## config.mk

```make
export PLATFORM = sky130hd
export DESIGN_NAME = ifetch_ctrl
export DESIGN_NICKNAME = d
export VERILOG_FILES = /design/src/rtl/ifetch_pkg.sv /design/src/rtl/ifetch_queue.sv /design/src/rtl/ifetch_ctrl.sv
export SDC_FILE = /design/constraint.sdc
export NUM_CORES = 1
export LEC_CHECK = 0
export ABC_AREA = 1
export CAP_MARGIN = 20
export CORE_MARGIN = 1.5
export CORE_UTILIZATION = 45
export DETAILED_ROUTE_END_ITERATION = 16
export HOLD_SLACK_MARGIN = 0.08
export PLACE_DENSITY_LB_ADDON = 0.12
export SYNTH_ARGS = -nofsm -noshare
export SYNTH_HDL_FRONTEND = slang
export SYNTH_SLANG_ARGS = --single-unit
```

## constraint.sdc

```tcl
create_clock -name clk -period 5.79 [get_ports clk]
set_input_delay 0.8685 -clock clk [delete_from_list [all_inputs] [get_ports clk]]
set_output_delay 0.8685 -clock clk [all_outputs]
set_load 0.02 [all_outputs]
```

## src/rtl/ifetch_pkg.sv

```systemverilog
// Shared types and constants for the instruction-fetch sequencer.
// Pure declarations: no latency, no flow control.
package ifetch_pkg;

    typedef enum logic [1:0] {
        BOOT = 2'd0,
        RUN  = 2'd1,
        HALT = 2'd2
    } fetch_state_e;

    // beq $zero,$zero,-1: the program's terminal self-loop
    localparam logic [31:0] HALT_WORD = 32'h1000_FFFF;
    localparam logic [31:0] PC_STEP   = 32'd4;

    localparam logic [5:0] OP_J   = 6'h02;
    localparam logic [5:0] OP_JAL = 6'h03;
    localparam logic [5:0] OP_BEQ = 6'h04;

    typedef struct packed {
        logic [31:0] pc;
        logic [31:0] instr;
    } fetch_ent_t;

endpackage

```

## src/rtl/ifetch_queue.sv

```systemverilog
// Prefetch FIFO of {pc, instr}; head is registered storage, push-to-head 1 cycle.
// Push into a full queue only lands with a same-cycle pop; flush beats push and pop.
module ifetch_queue
    import ifetch_pkg::*;
#(
    parameter int DEPTH = 4
) (
    input  logic                   clk,
    input  logic                   reset,
    input  logic                   push_i,
    input  fetch_ent_t             push_dat_i,
    input  logic                   pop_i,
    input  logic                   flush_i,
    output fetch_ent_t             head_dat_o,
    output logic [$clog2(DEPTH):0] count_o,
    output logic                   full_o,
    output logic                   empty_o
);

    localparam int AW = $clog2(DEPTH);

    fetch_ent_t       mem_q [DEPTH];
    logic [AW-1:0]    wr_ptr_q, wr_ptr_d;
    logic [AW-1:0]    rd_ptr_q, rd_ptr_d;
    logic [AW:0]      count_q, count_d;
    logic             do_push, do_pop;

    assign empty_o    = (count_q == '0);
    // DEPTH is a power of two, so the count MSB alone marks full
    assign full_o     = count_q[AW];
    assign count_o    = count_q;
    assign head_dat_o = mem_q[rd_ptr_q];

    assign do_pop  = pop_i && !flush_i && !empty_o;
    assign do_push = push_i && !flush_i && (!full_o || do_pop);

    always_comb begin
        wr_ptr_d = wr_ptr_q;
        rd_ptr_d = rd_ptr_q;
        count_d  = count_q;
        if (flush_i) begin
            wr_ptr_d = '0;
            rd_ptr_d = '0;
            count_d  = '0;
        end else begin
            if (do_push) wr_ptr_d = wr_ptr_q + 1'b1;
            if (do_pop)  rd_ptr_d = rd_ptr_q + 1'b1;
            case ({do_push, do_pop})
                2'b10:   count_d = count_q + 1'b1;
                2'b01:   count_d = count_q - 1'b1;
                default: count_d = count_q;
            endcase
        end
    end

    always_ff @(posedge clk) begin
        if (reset) begin
            wr_ptr_q <= '0;
            rd_ptr_q <= '0;
            count_q  <= '0;
        end else begin
            wr_ptr_q <= wr_ptr_d;
            rd_ptr_q <= rd_ptr_d;
            count_q  <= count_d;
        end
    end

    always_ff @(posedge clk) begin
        if (do_push) mem_q[wr_ptr_q] <= push_dat_i;
    end

endmodule

```

## src/rtl/ifetch_ctrl.sv

```systemverilog
// Fetch sequencer: owns fetch PC, feeds decode from the prefetch queue, 1-cycle ROM-to-decode latency.
// Fetch stalls while the queue is full with no pop; a redirect flushes and kills that cycle's handshake.
module ifetch_ctrl
    import ifetch_pkg::*;
#(
    parameter int          DEPTH       = 4,
    parameter logic [31:0] RESET_PC    = 32'h0000_0000,
    parameter bit          HALT_DETECT = 1'b1
) (
    input  logic        clk,
    input  logic        reset,
    output logic [31:0] rom_addr,
    input  logic [31:0] rom_data,
    input  logic        redirect_valid,
    input  logic [31:0] redirect_pc,
    output logic        if_valid,
    input  logic        if_ready,
    output logic [31:0] if_instr,
    output logic [31:0] if_pc,
    output logic [31:0] if_pc_plus4,
    output logic        halted,
    output logic        misalign_err
);

    fetch_state_e           state_q, state_d;
    logic [31:0]            fetch_pc_q, fetch_pc_d;
    logic                   misalign_q, misalign_d;
    logic                   push, pop;
    logic                   q_full, q_empty;
    logic [$clog2(DEPTH):0] q_count;
    fetch_ent_t             head;

    ifetch_queue #(.DEPTH(DEPTH)) u_queue (
        .clk        (clk),
        .reset      (reset),
        .push_i     (push),
        .push_dat_i ('{pc: fetch_pc_q, instr: rom_data}),
        .pop_i      (pop),
        .flush_i    (redirect_valid),
        .head_dat_o (head),
        .count_o    (q_count),
        .full_o     (q_full),
        .empty_o    (q_empty)
    );

    assign rom_addr     = fetch_pc_q;
    assign halted       = (state_q == HALT);
    assign misalign_err = misalign_q;

    assign if_valid    = (q_count != '0) && !redirect_valid;
    assign pop         = if_valid && if_ready;
    // Stale storage is never exposed: an empty queue presents zeros
    assign if_instr    = q_empty ? 32'h0 : head.instr;
    assign if_pc       = q_empty ? 32'h0 : head.pc;
    assign if_pc_plus4 = q_empty ? 32'h0 : head.pc + PC_STEP;

    always_comb begin
        state_d    = state_q;
        fetch_pc_d = fetch_pc_q;
        misalign_d = misalign_q;
        push       = 1'b0;
        if (redirect_valid) begin
            state_d    = RUN;
            fetch_pc_d = {redirect_pc[31:2], 2'b00};
            if (redirect_pc[1:0] != 2'b00) misalign_d = 1'b1;
        end else begin
            case (state_q)
                BOOT: state_d = RUN;
                RUN: begin
                    if (!q_full || pop) begin
                        push       = 1'b1;
                        fetch_pc_d = fetch_pc_q + PC_STEP;
                        if (HALT_DETECT && (rom_data == HALT_WORD)) state_d = HALT;
                    end
                end
                HALT:    state_d = HALT;
                default: state_d = BOOT;
            endcase
        end
    end

    always_ff @(posedge clk) begin
        if (reset) begin
            state_q    <= BOOT;
            fetch_pc_q <= RESET_PC;
            misalign_q <= 1'b0;
        end else begin
            state_q    <= state_d;
            fetch_pc_q <= fetch_pc_d;
            misalign_q <= misalign_d;
        end
    end

endmodule

```

; ---- Word-level counts from Yosys, hierarchy flattened
; Memories as Yosys holds them, arrays and structs flattened. A register that Yosys moved wholly into a read port is not among the register bits.
; Index checks and enable logic that the tools add are counted.
[totals]
reg_bits = 42
latchBits = 0
ram_bits = 256
rom_bits = 0
inputBits = 68
output_inout_bits = 131
elab_cells = 66
n_memories = 1
[memory_table]
columns = name, depth, width, read_ports, rd_ports_with_merged_regs, wr, line
row1 = u_queue.mem_q, 4, 64, 1, 1, 1, ifetch_queue.sv:22  ; fetch_ent_t mem_q [DEPTH];
[op_classes]
addsub = 6
mul = 0
n_div = 0
n_lt_le_gt_ge = 0
n_eq_ne = 9
shifts = 0
n_mux = 18
bitwise = 0
n_reduce_logical = 24
[op_table]
columns = cell, n
row1 = $mux 32, 6
row2 = $add 32x3->32 const B, 2
row3 = $eq 32x29->1 const B, 1
row4 = $reduce_and 2->1, 5
row5 = $mux 2, 4
row6 = $reduce_bool 2->1, 4
row7 = $logic_and 1x1->1, 6
row8 = $mux 1, 6
row9 = $ne 3x3->1 const B, 2
row10 = $pmux 2 s3, 1
row11 = $pmux 3 s2, 1
row12 = $add 2x1->2 const B, 2
row13 = $eq 2x1->1 const B, 2
row14 = $eq 2x2->1 const B, 2
row15 = $ne 2x2->1 const B, 2
row16 = $add 3x1->3 const B, 1
row17 = $logic_not 1->1, 3
row18 = $logic_not 3->1, 1
row19 = $reduce_bool 3->1, 1
row20 = $sub 3x1->3 const B, 1
row21 = $logic_not 2->1, 1
row22 = $logic_or 1x1->1, 2
row23 = $reduce_or 2->1, 1

; ---- Depth between registers and ports, before layout
; Gate-level depths: netlist of the first run.
[logic_depth]
word_depth = 11
ltp_mapped = 17
depth_no_buf = 15

; ---- By module
; Synthesis of the first run repeated with hierarchy kept, for this count alone.
[unflattened]
cells_unflattened = 1466
area_unflattened_um2 = 13990.9
[modules_own_cells]
columns = mod, instances, cells_per_inst, area_per_inst_um2, seq_area_each_um2
row1 = ifetch_queue, 1, 695, 10003.3, 7867.5
row2 = ifetch_ctrl, 1, 771, 3987.6, 660.6

; ---- Worst setup path before layout of the first run
; Ideal clock, no wire load.
[synth_path]
kind = input -> register
from = input port redirect_valid
to = memory u_queue.mem_q[0][0] in the netlist's numbering, enable pin
setup_ns = 0.482
t_arrival_ns = 4.302
required_ns = 5.308
setup_slack_ns = 1.006
cell_stages = 7
n_path_buf = 2
cell_sequence = buf_2 inv_2 nand3_1 nand2_2 nand3_1 buf_2 nor2_1
[synth_via]
elab_chain_len = 11
word_cells_on_any_way = 14
classes_between = 5 x mux / 9 x reduce/logical
[synth_lines]
columns = item, line
row1 = start: declaration, ifetch_ctrl.sv:14  ; input logic redirect_valid,
row2 = $logic_not 1->1, "ifetch_queue.sv:34, ifetch_queue.sv:35, ifetch_ctrl.sv:50"
row3 = $logic_and 1x1->1, ifetch_ctrl.sv:50  ; assign if_valid = (q_count != '0) && !redirect_valid;
row4 = $logic_and 1x1->1, ifetch_ctrl.sv:51  ; assign pop = if_valid && if_ready;
row5 = $logic_or 1x1->1, ifetch_ctrl.sv:70  ; if (!q_full || pop) begin
row6 = $mux 1, ifetch_ctrl.sv:70
row7 = $mux 1, ifetch_ctrl.sv:67  ; case (state_q)
row8 = $mux 1, ifetch_ctrl.sv:62  ; if (redirect_valid) begin
row9 = $logic_and 1x1->1, ifetch_queue.sv:35  ; assign do_push = push_i && !flush_i && (!full_o || do_pop);
row10 = $logic_and 1x1->1 (*), ifetch_queue.sv:35
row11 = $mux 1 (*), ifetch_queue.sv:69  ; if (do_push) mem_q[wr_ptr_q] <= push_dat_i;
row12 = $mux 1 (implied by the code) (*), ifetch_queue.sv:69
row13 = end: declaration, ifetch_queue.sv:22
; Mark *: on every way between the ends. The rest lies on a longest branch, timed or not.

==> flow_summary.ini, run 1 <==
[synth]
synth-seq-cells = 290
ys_seq_area_share_pct = 59.03
ys_types = 40
yosysTopAreaCell = edfxtp_1
netlist.area_leader.share_pct = 53.04
synth_edf_count = 248
synthArstFlopShare_pct = 0
synth_top_flop_cell = edfxtp_1
syn_area_um2 = 14040
syn_avg_cell_area_um2 = 8.887
synth_warnings = 0
synth_commonest_cells = nand2_1 (433), nor2_1 (307), edfxtp_1 (248)
synth.area.top_cells = edfxtp_1 (53%), nand2_1 (12%), nor2_1 (8.2%)
yosys.cell_count.top_type = nand2_1
synth_cells = 1580

[min_path]
hold_depth = 2
min_from = misalign_err
min_path_type = reg2reg
whs_endpoint = misalign_err

[floorplan]
start_util_pct = 45.78
chipHeight_um = 179.6
fp-row-count = 64
die-area_um2 = 32270
ios = 199
coreArea_um2 = 30670
die_w_um = 179.6

[clock_tree]
tritoncts = done
cts_sinks = 290
cts-root-buf = clkbuf_16
postCtsSetupRepairBufs = 0
cts_buffers = 30
htreeDepth = 1
clk_latency_ps = 580
cts_buffer_depth = 3
ctsResizeCount = 0
cts_hold_buffers = 0
path_clk_slew_ps = 60

[sta]
fin_crit_ps = 4838
fin_skew_ps = 36.93
max-slew-margin-rel_pct = 28.59
setup_viol = 0
rsz0062_at_grt = false
finalCritPeriodShare_pct = 83.55
fmax_ghz = 0.2067
worstMarginPinSlew_ps = 1071
setup_tns_ps = 0
slew_violations = 0
hold_viol_final = 0

[critical_path]
r2r-start = u_queue.count_o[2]
r2r_end = u_queue.mem_q[0][60]
cp.arrival_ps = 3970
rr_worst_depth = 7
cp_max_fo = 94
critPathKind = reg2out
required_ps = 4920
start_kind = register
crit_path_end_kind = output port
reg2reg_slack_ps = 2390

[final_layout]
drive_gt1_share_pct = 5.819
n_fill_cell = 2757
areaGrowthSynthToFinish_pct = 22.62
nNetsFinal = 1825
fin_util_pct = 56.14
antenna_cells = 0

[global_routing]
grt_usage_pct = 23.13
grt-busiest-layer = met2
gr-usage-met2_pct = 35.78
first_global_vias = 10810
overflow = 0
met1_usage_pct = 34.12
grt_max_degree = 132
grt_pass1_wl_um = 59640
grtUsageMet3_pct = 3.221
antenna_found_initial = 1

[drt]
ant_nets = 0
initialDrtViolationCount = 970
firstDrtPassIters = 6
wl_um = 38070
num_vias = 11420
vias_per_cell = 5.273
route.detailed.drc = 0
wl_per_cell_um = 17.58

[pwr]
ir_drop_mv = 0.2397
leakagePower_nw = 6.413
cellPowerDensity_nw_per_um2 = 282.5

[placement]
hpwl_um = 24900
gp_congestion = 0.9008
port_buffers = 192

[status]
status = completed

[run]
maxCapViolations = 0
==> cell usage in the layout, fill, tap and decap left out, types with 13 or more instances in the layout <==
cell type / instances
a21oi_1: 80
edfxtp_1: 248
dfxtp_1: 40
nor2_1: 303
nand2_2: 14
clkbuf_16: 30
nand3_1: 97
o21ai_0: 99
inv_1: 85
nor3_1: 13
clkdlybuf4s50_1: 192
nand2_1: 433
==> where the power goes <==
part           switching [W]  leakage [nW]  internal, W
logic               0.000317          3.31     0.000201
clock network       0.000815         0.500      0.00113
registers          0.0000631          2.61      0.00233
==> flip-flops by register name, summed over array words and instances, names as in the netlist, named ones only <==
signal / flops
u_queue.mem_q: 248
rom_addr: 30
u_queue.count_o: 3
state_q: 2
u_queue.rd_ptr_q: 2
u_queue.wr_ptr_q: 2
misalign_err: 1
==> final cells by class <==
type	count	area, um2	share of cell area [%]
Inverter	90	342.8	1.991
Tap cell	396	495.5	2.878
Timing Repair Buffer	204	2019	11.73
Sequential cell	290	8293	48.17
Clock inverter	22	215.2	1.250
Clock buffer	34	805.8	4.680
Multi-Input combinational cell	1130	5045	29.30
==> critical path, cell delays in order (launching register included) <==
cell and delay [ps]:
dfxtp_4 630, buf_4 870, nand2_1 170, nand2_1 120, nand2_1 50, nand2_1 150
nand2_1 90, nor2_1 140, nand2_1 100, nor2_2 200, nand2_1 80, nand2_1 60
inv_1 40, nor2_1 100, clkdlybuf4s50_1 600
==> worst max path at each step <==
stage,from,end,depth (start not counted)
final,register,if_pc_plus4[24],14
after global routing,register,if_pc_plus4[24],14
after CTS,register,if_pc_plus4[24],14
after detailed placement,redirect_valid,u_queue.mem_q[0][4],8
after global placement,redirect_valid,u_queue.mem_q[2][23],8
after floorplan,redirect_valid,u_queue.mem_q[0][0],7
==> through the flow <==
step	total power [W]	hold slack (ps)	worst slack [ps]	area, um2	instances
2_1_floorplan	0.002698	443.5	1006	14060	1585
3_3_place_gp	0.002950	438.3	1483	16180	2109
3_5_place_dp	0.002954	449.4	1454	16180	2109
4_1_cts	0.004890	461.7	879.5	17200	2165
5_1_grt	0.005026	480.9	481.7	17220	2166
6_report	0.004863	460.5	952.5	17220	2166
==> kinds of logic (layout without fill, tap and decap cells) <==
group / Yosys count / in the layout / synth area share, %
AND/OR/NAND/NOR: 893 / 893 / 25.78
flip-flops: 290 / 290 / 59.03
AO/OA/AOI/OAI: 200 / 200 / 7.494
buffers and inverters: 165 / 350 / 5.391
XOR/XNOR: 20 / 20 / 1.248
adder cells (fa/ha/maj): 11 / 11 / 1.034
other: 1 / 6 / 0.02671
==> metal layers <==
metal / routed length, um / vias to the layer above
met5: 0 / -
met4: 838 / 0
met3: 2639 / 64
met2: 16860 / 423
met1: 17730 / 5371
li1: - / 5563
Power figures use the tool's default switching activity.
==> run 2: changes to the inputs <==
- clock period: 5.79 -> 4.4 ns (I/O delays scaled with it)
==> flow_summary.ini, run 2 (synthesized netlist as in run 1, its figures left out) <==
[pwr]
pwr-share-clk_pct = 40.1
leakagePower_nw = 6.509
seq_power_share_pct = 49.1
switching_share_pct = 24.26
p_comb_share_pct = 10.8
cellPowerDensity_nw_per_um2 = 368.3
netSwitchingPower_w = 0.001559
ir_drop_mv = 0.2940
internal_power_w = 0.004865

[final_layout]
n_fill_cell = 2698
areaGrowthSynthToFinish_pct = 24.24
final_cell_mix = nand2_1 (433), nor2_1 (303), edfxtp_1 (248)
largest_reg_flops = 248
regMostFlops = u_queue.mem_q
drive_gt1_share_pct = 6.446
nNetsFinal = 1839
layout_commonest_cell = nand2_1
fin_area_um2 = 17440

[clock_tree]
tritoncts = done
cts-root-buf = clkbuf_16
cts_sinks = 290
path_clk_slew_ps = 60
cts_buffer_depth = 3
htreeDepth = 1
cts_hold_buffers = 0
cts_buffers = 30
clk_latency_ps = 560

[sta]
hold_ws_ps = 459.7
fmax_ghz = 0.2409
setup_viol = 0
fin_skew_ps = 12.88
worstMarginPinSlew_ps = 839.5
setup_slack_ps = 248.6
finalCritPeriodShare_pct = 94.35
rsz0062_at_grt = false
max-slew-margin-rel_pct = 43.85
slew_violations = 0
fin_crit_ps = 4151
hold_viol_final = 0

[drt]
route.detailed.drc = 0
ant_nets = 0
firstDrtPassIters = 7
wl_um = 38320
vias_per_cell = 5.212
num_vias = 11370
wl_per_cell_um = 17.57
initialDrtViolationCount = 962

[min_path]
min_from = misalign_err
whs_endpoint = misalign_err
min_path_type = reg2reg
hold_depth = 2

[placement]
pre_cts_ws_ps = 734.7
placed_cell_area_um2 = 16400
port_buffers = 192
hpwl_um = 25930
gp_congestion = 0.8934

[critical_path]
crit_chain = inv_6 -> buf_12 -> nand2_1 -> nand2_1 -> nand2_1 -> nand2_1 -> nand2_1 -> nor2_1 -> nand2_1 -> nor2_2 -> nand2_1 -> nand2_1 -> inv_1 -> nor2_1 -> clkdlybuf4s50_1
crit_path_end_kind = output port
required_ps = 3740
rr_worst_depth = 7
cp_slowest_cell = clkdlybuf4s50_1
cp_max_fo = 45
max_stage_delay_ps = 620
crit_path_frequent_cell = nand2_1
crit_family = simple AND/OR/NAND/NOR gates
r2r-start = u_queue.count_o[2]
critPathKind = reg2out
path_buf_inv = 4
start_kind = register
reg2reg_slack_ps = 1400
cp.arrival_ps = 3490
r2r_end = u_queue.mem_q[0][38]

[floorplan]
die_w_um = 179.6
coreArea_um2 = 30670
fp-row-count = 64
ios = 199
chipHeight_um = 179.6
die-area_um2 = 32270
start_util_pct = 45.78

[global_routing]
grt_max_degree = 89
grt_usage_pct = 23.27
antenna_found_initial = 1
overflow = 0
first_global_vias = 10660
grt_pass1_wl_um = 59450

[run]
maxCapViolations = 0

[status]
status = completed
-- run 2: worst reg2reg max path: stages, from the launching register on --
cell and delay, ps:
dfxtp_1 400, nor2_1 70, nand2_2 180, nand3_1 190, nand2_2 180, nand3_1 520
nor2_4 810, buf_4 340
-- run 2: worst max path at each step --
stage	end	slack, ps	cells past startpoint
CTS	if_pc_plus4[24]	130	14
finish	if_pc_plus4[24]	250	15
floorplan	u_queue.mem_q[0][0]	-180	7
detailed placement	if_pc_plus4[24]	730	14
global route	if_pc_plus4[30]	1	13
global placement	if_pc_plus4[24]	830	15
-- run 2: metal layers --
metal	wire, um	global-route usage (%)	vias to the layer above	share of wire, %
met4	507	4.333	0	1.3
met2	17360	36.55	395	45
met1	17960	34.65	5327	47
met5	0	0	-	0
met3	2488	3.282	38	6.5
li1	-	-	5607	-
-- run 2: what timing repair did --
item	CTS	global route
endpoints found under the setup margin	0	13
buffers inserted	0	1
gates resized for setup	0	1
-- run 2: power by group through the flow --
stage	clock (W)	sequential, W	combinational, W
after floorplan	0	0.00320	0.000347
after global placement	0	0.00321	0.000688
after detailed placement	0	0.00321	0.000693
final	0.00257	0.00315	0.000695
after CTS	0.00261	0.00315	0.000695
after global routing	0.00271	0.00316	0.000761
-- run 2: through the flow --
step | setup TNS [ps] | power, W | instances | utilization [%]
after floorplan | -43490 | 0.003550 | 1585 | -
after global placement | 0 | 0.003896 | 2123 | 53.47
after detailed placement | 0 | 0.003903 | 2123 | 53.47
after CTS | 0 | 0.006458 | 2179 | 56.81
after global routing | 0 | 0.006638 | 2180 | 56.87
final | 0 | 0.006424 | 2181 | 56.88
-- run 2: cell type report --
| type | count | area, um2 | share of cell area, % |
|---|---|---|---|
| flip-flops and latches | 290 | 8293 | 47.54 |
| repair buffers | 218 | 2237 | 12.82 |
| diodes | 1 | 2.502 | 0.01435 |
| well taps | 396 | 495.5 | 2.840 |
| clock buffers | 34 | 785.8 | 4.504 |
| clock inverters | 22 | 240.2 | 1.377 |
| inverters | 90 | 345.3 | 1.980 |
| multi-input cells | 1130 | 5045 | 28.92 |
